===== src/rtl/wb_arbiter.sv =====
// rtl/wb_arbiter.sv - regfile write-port arbiter for ALU and load-unit writeback
//
// Purpose: two 1-entry holding buffers (req 0 = ALU, req 1 = LSU) behind
// valid/ready handshakes. The two buffers share one registered regfile write port.
// Arbitration is oldest-first, and equal ages fall back to a round-robin pointer.
// A saturating counter tracks cycles where both buffers hold an entry.
//
// Ports:
//   clk, rst_n                 clock, synchronous active-low reset
//   flush                      clears both buffers, blocks accepts and grants
//   alu_valid/ready/waddr/wdata  ALU writeback request channel
//   lsu_valid/ready/waddr/wdata  load writeback request channel
//   wen, waddr, wdata          registered regfile write port
//   idle                       no buffered entry and no write in flight
//   conflict_cnt               saturating count of contended cycles
//
// Optional feature (macro WB_BYPASS_EN): adds rs1_addr/rs2_addr inputs and
// byp_rs1/2_hit, byp_rs1/2_data outputs that forward the registered write
// to a regfile read in the same cycle.

module wb_arbiter #(
  parameter int ADDR_W = 5,
  parameter int DATA_W = 32,
  parameter int CNT_W  = 16
) (
  input  logic              clk,
  input  logic              rst_n,
  input  logic              flush,
  input  logic              alu_valid,
  output logic              alu_ready,
  input  logic [ADDR_W-1:0] alu_waddr,
  input  logic [DATA_W-1:0] alu_wdata,
  input  logic              lsu_valid,
  output logic              lsu_ready,
  input  logic [ADDR_W-1:0] lsu_waddr,
  input  logic [DATA_W-1:0] lsu_wdata,
  output logic              wen,
  output logic [ADDR_W-1:0] waddr,
  output logic [DATA_W-1:0] wdata,
  output logic              idle,
  output logic [CNT_W-1:0]  conflict_cnt
`ifdef WB_BYPASS_EN
  ,
  input  logic [ADDR_W-1:0] rs1_addr,
  input  logic [ADDR_W-1:0] rs2_addr,
  output logic              byp_rs1_hit,
  output logic              byp_rs2_hit,
  output logic [DATA_W-1:0] byp_rs1_data,
  output logic [DATA_W-1:0] byp_rs2_data
`endif
);

  logic [1:0]        buf_valid;
  logic [1:0]        age;
  logic [ADDR_W-1:0] buf_addr [2];
  logic [DATA_W-1:0] buf_data [2];
  logic              rr;

  logic [1:0]        grant;
  logic              rr_toggle;
  logic [1:0]        in_valid;
  logic [1:0]        ready;
  logic [1:0]        load;
  logic [ADDR_W-1:0] in_addr [2];
  logic [DATA_W-1:0] in_data [2];

  assign in_valid   = {lsu_valid, alu_valid};
  assign in_addr[0] = alu_waddr;
  assign in_addr[1] = lsu_waddr;
  assign in_data[0] = alu_wdata;
  assign in_data[1] = lsu_wdata;

  // Grant depends only on buffer state. With 1-entry buffers, at most one
  // entry can be age 1 at a time, so the age bit fully orders the entries.
  // Equal age happens only when both buffers loaded on the same edge.
  always_comb begin
    grant     = 2'b00;
    rr_toggle = 1'b0;
    if (!flush) begin
      if (buf_valid == 2'b11) begin
        if (age[0] != age[1]) begin
          grant = age[0] ? 2'b01 : 2'b10;
        end else begin
          grant     = rr ? 2'b10 : 2'b01;
          rr_toggle = 1'b1;
        end
      end else begin
        grant = buf_valid;
      end
    end
  end

  // A buffer being drained this cycle can take a new entry, so each
  // requester can sustain one write per cycle.
  assign ready     = {2{rst_n & ~flush}} & (~buf_valid | grant);
  assign alu_ready = ready[0];
  assign lsu_ready = ready[1];

  // Writes to x0 complete the handshake but are never buffered.
  assign load[0] = in_valid[0] & ready[0] & (in_addr[0] != '0);
  assign load[1] = in_valid[1] & ready[1] & (in_addr[1] != '0);

  always_ff @(posedge clk) begin
    if (!rst_n) begin
      buf_valid    <= 2'b00;
      age          <= 2'b00;
      rr           <= 1'b0;
      wen          <= 1'b0;
      waddr        <= '0;
      wdata        <= '0;
      conflict_cnt <= '0;
    end else begin
      for (int i = 0; i < 2; i++) begin
        if (flush) begin
          buf_valid[i] <= 1'b0;
          age[i]       <= 1'b0;
        end else if (load[i]) begin
          buf_valid[i] <= 1'b1;
          age[i]       <= 1'b0;
          buf_addr[i]  <= in_addr[i];
          buf_data[i]  <= in_data[i];
        end else if (grant[i]) begin
          buf_valid[i] <= 1'b0;
          age[i]       <= 1'b0;
        end else if (buf_valid[i]) begin
          age[i]       <= 1'b1;
        end
      end

      if (rr_toggle) begin
        rr <= ~rr;
      end

      wen <= |grant;
      if (grant[1]) begin
        waddr <= buf_addr[1];
        wdata <= buf_data[1];
      end else if (grant[0]) begin
        waddr <= buf_addr[0];
        wdata <= buf_data[0];
      end

      // A flush cycle issues no write, so it is not counted as contention.
      if ((buf_valid == 2'b11) && !flush && !(&conflict_cnt)) begin
        conflict_cnt <= conflict_cnt + CNT_W'(1);
      end
    end
  end

  assign idle = ~buf_valid[0] & ~buf_valid[1] & ~wen;

`ifdef WB_BYPASS_EN
  assign byp_rs1_hit  = wen & (waddr == rs1_addr) & (rs1_addr != '0);
  assign byp_rs2_hit  = wen & (waddr == rs2_addr) & (rs2_addr != '0);
  assign byp_rs1_data = byp_rs1_hit ? wdata : '0;
  assign byp_rs2_data = byp_rs2_hit ? wdata : '0;
`endif

endmodule


===== config.mk =====
export PLATFORM = sky130hd
export DESIGN_NAME = wb_arbiter
export DESIGN_NICKNAME = d
export VERILOG_FILES = /design/src/rtl/wb_arbiter.sv
export SDC_FILE = /design/constraint.sdc
export NUM_CORES = 1
export LEC_CHECK = 0
export CAP_MARGIN = 40
export CORE_MARGIN = 2
export CORE_UTILIZATION = 53
export CTS_CLUSTER_SIZE = 24
export DETAILED_ROUTE_END_ITERATION = 8
export GPL_TIMING_DRIVEN = 1
export PLACE_DENSITY = 0.86
export SKIP_LAST_GASP = 1
export SYNTH_ARGS = -nofsm -noshare
export SYNTH_HDL_FRONTEND = slang
export SYNTH_SLANG_ARGS = --single-unit

===== constraint.sdc =====
create_clock -name clk -period 16.3 [get_ports clk]
set_input_delay 4.89 -clock clk [delete_from_list [all_inputs] [get_ports clk]]
set_output_delay 4.89 -clock clk [all_outputs]
set_load 0.01 [all_outputs]

* Word-level counts from Yosys, hierarchy flattened
Memory sizes are Yosys's and may differ from the RTL's.
Cells that the tools add are included.
** Storage, ports and cells
- Output and inout port bits :: 57
- Bits of input ports :: 79
- RAM bits :: 74
- Memories :: 2
- Bits in registers :: 59
- Logic and storage cells :: 68
** Cells by class
- Equality and inequality tests :: 2
- $add $sub $neg :: 1
- Multiplexer cells :: 24
- Bitwise gates (word level) :: 16
- Reduce and logical (&&, ||, !) cells :: 14
** Memory list
- buf_data :: words 2, bits a word 32, rd ports 2, clocked after memory_dff 0, write ports 2, line 56 : logic [DATA_W-1:0] buf_data [2];
- buf_addr :: words 2, bits a word 5, rd ports 2, clocked after memory_dff 0, write ports 2, line 55 : logic [ADDR_W-1:0] buf_addr [2];
** Operator list (number)
- two-way mux 32 bit :: 2
- adder 16 x 1 -> 16 bit, second input constant :: 1
- AND reduction 16 bit :: 1
- two-way mux 1 bit :: 15
- two-way mux 2 bit :: 5
- two-way mux 5 bit :: 2
- nonzero test 5 bit :: 2
- OR reduction 4 bit :: 2
- AND 1 bit :: 7
- NOT 1 bit :: 6
- nonzero test 2 bit :: 3
- OR reduction 2 bit :: 2
- AND 2 bit :: 1
- == test 2 bit, second input constant :: 1
- logical AND 1 bit :: 2
- logical NOT 1 bit :: 2
- NOT 2 bit :: 1
- bitwise OR 2 bit :: 1
- != test 1 bit :: 1

* Logic depth before layout (Yosys ltp)
Gate-level depths: netlist of the first run.
- Depth after elaboration :: 12
- Mapped depth :: 7
- Gate-level depth less buffers :: 5

* Worst setup path after synthesis of the first run
OpenSTA, ideal clock, no wires.
- Kind :: input -> output
- Start point :: in flush
- End point :: out lsu_ready
- Required time :: 11.410 ns
- Arrival :: 5.428 ns
- Stages :: 3
- Buffers on the path :: 1
- Slack :: 5.982 ns
- Cell sequence :: nand2b_1 -> clkbuf_1 -> a31oi_1
** Between the ends
- Cells in the longest elaborated chain, start to end :: 3
- Elaborated cells between the ends (all ways) :: 5
- Those cells by class :: mux (1); bitwise (4)
** RTL lines
- start, declared :: line 28 : input logic flush,
- two-way mux 2 bit or NOT 1 bit (tied branches) :: line 79, 95
- bitwise OR 2 bit or AND 1 bit (tied branches) :: line 95 : assign ready = {2{rst_n & ~flush}} & (~buf_valid | grant);
- AND 2 bit * :: line 95
- end, declared :: line 34 : output logic lsu_ready,
Every way passes the cells marked *; elsewhere a longest branch is shown, timed or not.

* Final worst setup path of the first run
- Start point :: in rst_n
- End point :: out alu_ready
** Between the ends
- Cells in the longest elaborated chain, start to end :: 2
** RTL lines
- start, declared :: line 27 : input logic rst_n,
- AND 1 bit :: line 95
- AND 2 bit :: line 95
- end, declared :: line 30 : output logic alu_ready,
No other way between the ends.

==> flow_summary.json, run 1 <==
{
  "p_seq_share_pct": 46.6,
  "ys_seq_area_share_pct": 63.8,
  "die_x_um": 104,
  "yosys_warnings": 0,
  "yosysTopAreaCell": "edfxtp_1",
  "path_max_fanout": 26,
  "holdWs_ps": 502,
  "min_from": "wdata[26]$_SDFFE_PN0P_",
  "post_cts_resized": 0,
  "cp_data_arrival_time_ps": 7200,
  "worstSetupStartpoint": "rst_n",
  "dp_hpwl_um": 8970,
  "p_total_w": 0.000796,
  "drcViolationCount": 0,
  "cts_num_sinks": 133,
  "leakage_nw": 2.38,
  "period_share_pct": 74.2,
  "antenna_found_initial": 0,
  "worstMarginPinSlew_ps": 946,
  "worstHoldPathType": "flop to flop",
  "maxCapViolCount": 0,
  "dieArea_um2": 10900,
  "grt_max_degree": 49,
  "port_buffers": 135,
  "synth_most_common_cell": "edfxtp_1",
  "setup_viol": 0,
  "power_density_nw_per_um2": 107,
  "synth_top_area_share_pct": 41.7,
  "pin_count": 136,
  "irDropWorstVdd_uv": 99.8,
  "r2r-start": "age[1]$_SDFFE_PP0P_",
  "drtPass1Iterations": 5,
  "grt_overflow": 0,
  "ys_seq_elements": 133,
  "clkPwrFrac_pct": 46.7,
  "synth_area_um2": 5330,
  "cp.required_ps": 11410,
  "cp-end-kind": "output port",
  "crit_type": "input port to output port",
  "ant_nets": 0,
  "die_y_um": 104,
  "slew_headroom_pct": 36.9,
  "clk_pin_slew_worst_paths_ps": 60,
  "share_comb_of_total_power_pct": 6.7,
  "clk-insertion-delay-late_ps": 510,
  "swShare_pct": 22.5,
  "cts_tree": "done",
  "coreArea_um2": 9770,
  "synthArstFlopShare_pct": 0,
  "postCtsSetupBuffers": 0,
  "vias": 4362,
  "syn2layout_area_growth_pct": 40.2,
  "synth_edf_count": 74,
  "grt_pass1_wl_um": 22500,
  "initialDrtViolationCount": 235,
  "grt_usage_pct": 26.0,
  "synth_cells": 444,
  "holdBufCountCts": 0,
  "ys_top_cells_by_count": "74 x edfxtp_1, 59 x dfxtp_1, 39 x nand3_1, 37 x a211oi_1, 37 x o21ai_0",
  "drive_above_1_share_pct": 9.61,
  "drt_wl_total_um": 14000,
  "nNetsFinal": 650,
  "p_int_w": 0.000617,
  "synth_area_leaders": "edfxtp_1 42%, dfxtp_1 22%, a311oi_1 5.6%",
  "switchingPower_w": 0.000179,
  "diodes": 0,
  "fin_skew_ps": 10.9,
  "yosys_most_used_dff": "edfxtp_1",
  "timing.fmax_mhz": 82.7,
  "rsz0062_at_grt": "false",
  "vias_per_cell": 6.09,
  "syn-num-nets": 524,
  "clk_path_buf_depth": 2,
  "rows": 36,
  "htreeDepth": 4,
  "cts_buffers": 17,
  "start_util_pct": 54.5,
  "place_congestion": 0.792,
  "postLayoutCellArea_um2": 7470,
  "hold_viol_final": 0,
  "syn_avg_cell_area_um2": 12.0,
  "fillers": 624,
  "slew_viol_final": 0,
  "synth_cell_types": 45,
  "utilization_pct": 76.5,
  "first_global_vias": 4368,
  "fin_crit_ps": 12090,
  "routedWlPerCell_um": 19.5,
  "startpoint_type": "input port",
  "status": "finished, final reports clean",
  "placed_area_um2": 6890,
  "fin_setup_tns_ps": 0,
  "cts_root_buf": "clkbuf_8"
}
## layout by cell type, fill, tap and decap left out, types with 6 or more instances in the layout
cell type / synthesis / routed
clkdlybuf4s50_1: 0 / 135
edfxtp_1: 74 / 74
dfxtp_1: 59 / 58
nand3_1: 39 / 39
o21ai_0: 37 / 37
a211oi_1: 37 / 37
a311oi_1: 34 / 34
nand2_1: 26 / 26
clkbuf_16: 0 / 16
a21oi_1: 14 / 14
nand2b_1: 13 / 13
mux2i_1: 10 / 10
nor2_1: 7 / 7
or4_1: 6 / 6
inv_6: 0 / 6
buf_4: 2 / 6
## cell families after synthesis
group	count (synthesis)	synth area share (%)
AOI/OAI and AO/OA	136	17.7
DFF	133	63.8
and+or+nand+nor	120	12.8
buffers and inverters	43	3.43
muxes	10	1.88
xor gates and xnor gates	1	0.164
adders and majority gates	1	0.235
## sequential cells by signal, summed over array words and instances, names as in the netlist
name / flops
buf_data: 64
waddr: 5
buf_valid: 2
age: 2
rr: 1
buf_addr: 10
conflict_cnt: 16
wen: 1
wdata: 32
## worst paths after layout
kind                               endpoint  slack, ps  cells after the start
setup / recovery                  alu_ready       4210                      4
hold / removal       wdata[26]$_SDFFE_PN0P_        500                      2
setup reg to reg  buf_data[0][15]$_DFFE_PP_      13850                      6
hold reg to reg      wdata[26]$_SDFFE_PN0P_        500                      2
## critical path, cell delays in order
cell	delay, ps
clkdlybuf4s50_1	1060
nand2b_1	420
nor2_1	240
clkdlybuf4s50_1	590
## per-stage QoR
stage / std cells / setup WS, ps
finish: 716 / 4210
global route: 716 / 4070
CTS: 716 / 4260
detailed placement: 684 / 4260
global placement: 678 / 4340
floorplan: 444 / 5980
## power by group through the flow
| stage | registers [W] | clock network, W | logic, W |
|---|---|---|---|
| floorplan | 0.000378 | 0 | 0.0000164 |
| global placement | 0.000377 | 0 | 0.0000500 |
| detailed placement | 0.000378 | 0 | 0.0000527 |
| CTS | 0.000371 | 0.000376 | 0.0000531 |
| global route | 0.000372 | 0.000391 | 0.0000566 |
| finish | 0.000371 | 0.000372 | 0.0000532 |
## area by class of cell
cell class	count	area (um2)	area share, %
sequential	133	3400	45.6
multi-input combinational	268	1780	23.8
timing repair buffer	147	1530	20.5
clock buffer	17	414	5.54
clock inverter	15	166	2.23
tap	133	166	2.23
inverter	3	11.3	0.151
## per-layer routing
metal	vias to the layer above	part of all wire [%]	global-route usage (%)
li1	1995	-	-
met1	2096	38	31.2
met2	246	52	45.0
met3	25	7.7	5.08
met4	0	2.3	12.2
met5	-	0	0
Note: power is estimated with default switching activity, not from simulation.
==> inputs of run 2 (changes only) <==
--- a/config.mk
+++ b/config.mk
@@ -7,11 +7,11 @@
 export LEC_CHECK = 0
 export CAP_MARGIN = 40
 export CORE_MARGIN = 2
-export CORE_UTILIZATION = 53
+export CORE_UTILIZATION = 44
 export CTS_CLUSTER_SIZE = 24
 export DETAILED_ROUTE_END_ITERATION = 8
 export GPL_TIMING_DRIVEN = 1
-export PLACE_DENSITY = 0.86
+export PLACE_DENSITY = 0.76
 export SKIP_LAST_GASP = 1
 export SYNTH_ARGS = -nofsm -noshare
 export SYNTH_HDL_FRONTEND = slang
==> constraint.sdc (replaced) <==
create_clock -name clk -period 10.6 [get_ports clk]
set_input_delay 3.18 -clock clk [delete_from_list [all_inputs] [get_ports clk]]
set_output_delay 3.18 -clock clk [all_outputs]
set_load 0.01 [all_outputs]
==> flow_summary.json, run 2 (synthesis gave the netlist of run 1 again) <==
{
  "status": "finished, final reports clean",
  "clk_path_buf_depth": 2,
  "routedWlPerCell_um": 19.6,
  "rsz0062_at_grt": "false",
  "period_share_pct": 82.4,
  "swShare_pct": 21.7,
  "slew_viol_final": 0,
  "multi_input_area_um2": 1780,
  "diodes": 0,
  "place_congestion": 0.784,
  "fin_cells": 729,
  "startpoint_type": "input port",
  "cp.required_ps": 7420,
  "timing.fmax_mhz": 114,
  "clkPwrFrac_pct": 47.8,
  "coreArea_um2": 11900,
  "clk_pin_slew_worst_paths_ps": 60,
  "irDropWorstVdd_uv": 98.8,
  "worstMarginPinSlew_ps": 985,
  "clk-insertion-delay-late_ps": 420,
  "grt_usage_pct": 22.4,
  "fin_setup_tns_ps": 0,
  "leakage_nw": 2.36,
  "path_max_fanout": 26,
  "fillers": 929,
  "switchingPower_w": 0.000272,
  "drcViolationCount": 0,
  "crit_type": "input port to output port",
  "port_buffers": 135,
  "htreeDepth": 4,
  "largestRegisters": "buf_data: 64 flops, wdata: 32 flops, conflict_cnt: 16 flops",
  "grt_max_degree": 49,
  "fin_crit_ps": 8730,
  "min_to": "age[1]$_SDFFE_PP0P_",
  "syn2layout_area_growth_pct": 40.2,
  "setup_viol": 0,
  "grt_pass1_wl_um": 22100,
  "drive_above_1_share_pct": 9.45,
  "share_comb_of_total_power_pct": 6.5,
  "min_from": "age[1]$_SDFFE_PP0P_",
  "cts_num_sinks": 133,
  "rows": 40,
  "ff2ff_path_depth": 6,
  "slew_headroom_pct": 34.3,
  "worstHoldPathType": "flop to flop",
  "antenna_found_initial": 0,
  "vias_per_cell": 5.93,
  "dp.cells": 697,
  "final_common_cell": "clkdlybuf4s50_1",
  "ant_nets": 0,
  "postCtsSetupBuffers": 0,
  "cts_tree": "done",
  "drtPass1Iterations": 6,
  "cts_root_buf": "clkbuf_16",
  "drt_wl_total_um": 14300,
  "initialDrtViolationCount": 306,
  "maxCapViolCount": 0,
  "max_flop_register": "buf_data",
  "fin_skew_ps": 7.00,
  "post_cts_resized": 0,
  "power_density_nw_per_um2": 167,
  "start_util_pct": 44.8,
  "r2r_end": "buf_addr[0][1]$_DFFE_PP_",
  "nNetsFinal": 649,
  "p_seq_share_pct": 45.7,
  "hold_viol_final": 0,
  "cts_buffers": 17,
  "r2r-start": "age[1]$_SDFFE_PP0P_",
  "cp_data_arrival_time_ps": 5550,
  "layout_common_cells": "135 x clkdlybuf4s50_1, 74 x edfxtp_1, 58 x dfxtp_1",
  "holdBufCountCts": 0,
  "cp-end-kind": "output port",
  "dp_hpwl_um": 9220,
  "largest_reg_flops": 64,
  "dieArea_um2": 13000,
  "pin_count": 136,
  "min_path_cells": 2,
  "die_x_um": 114,
  "grt_overflow": 0,
  "vias": 4324,
  "r2r_slack_ps": 7820,
  "die_y_um": 114,
  "p_int_w": 0.000977,
  "first_global_vias": 4298,
  "regArea_um2": 3400
}
## run 2: layout make-up
| class | instances | area share, % |
|---|---|---|
| clock inverters | 12 | 1.89 |
| repair buffers | 146 | 19.9 |
| clock buffers | 20 | 6.26 |
| flip-flops and latches | 133 | 45.5 |
| multi-input cells | 268 | 23.8 |
| well taps | 147 | 2.46 |
| inverters | 3 | 0.151 |
## run 2: worst max path at each step
| stage | from | to | slack [ps] | depth (start not counted) |
|---|---|---|---|---|
| finish | rst_n | lsu_ready | 1870 | 4 |
| CTS | rst_n | lsu_ready | 1910 | 4 |
| floorplan | flush | lsu_ready | 3700 | 3 |
| detailed placement | rst_n | lsu_ready | 1920 | 4 |
| global placement | rst_n | lsu_ready | 2000 | 4 |
| global route | rst_n | lsu_ready | 1750 | 4 |
## run 2: layer usage
| metal | vias to the layer above | part of all wire (%) | GRT usage, % |
|---|---|---|---|
| li1 | 1991 | - | - |
| met1 | 2091 | 39 | 26.0 |
| met2 | 215 | 52 | 39.0 |
| met3 | 27 | 7.1 | 6.30 |
| met4 | 0 | 1.9 | 9.59 |
| met5 | - | 0 | 0 |
## run 2: critical path, cell delays in order
cell	delay [ps]
clkdlybuf4s50_1	1080
nand2b_1	430
a31oi_1	270
clkdlybuf4s50_1	580
## run 2: power by group through the flow
stage,Clock (W),Sequential [W],Combinational (W)
2_1_floorplan,0,0.000581,0.0000253
3_3_place_gp,0,0.000581,0.0000773
3_5_place_dp,0,0.000581,0.0000810
4_1_cts,0.000606,0.000570,0.0000813
5_1_grt,0.000630,0.000572,0.0000862
6_report,0.000597,0.000571,0.0000812
## run 2: metrics by stage
| step | util, % | setup slack (ps) | instance area, um2 | hold slack [ps] | power [W] |
|---|---|---|---|---|---|
| 2_1_floorplan | - | 3700 | 5330 | 466 | 0.000606 |
| 3_3_place_gp | 56.9 | 2000 | 6770 | 473 | 0.000658 |
| 3_5_place_dp | 57.6 | 1920 | 6870 | 486 | 0.000662 |
| 4_1_cts | 62.8 | 1910 | 7480 | 500 | 0.00126 |
| 5_1_grt | 62.8 | 1750 | 7480 | 520 | 0.00129 |
| 6_report | 62.8 | 1870 | 7480 | 498 | 0.00125 |
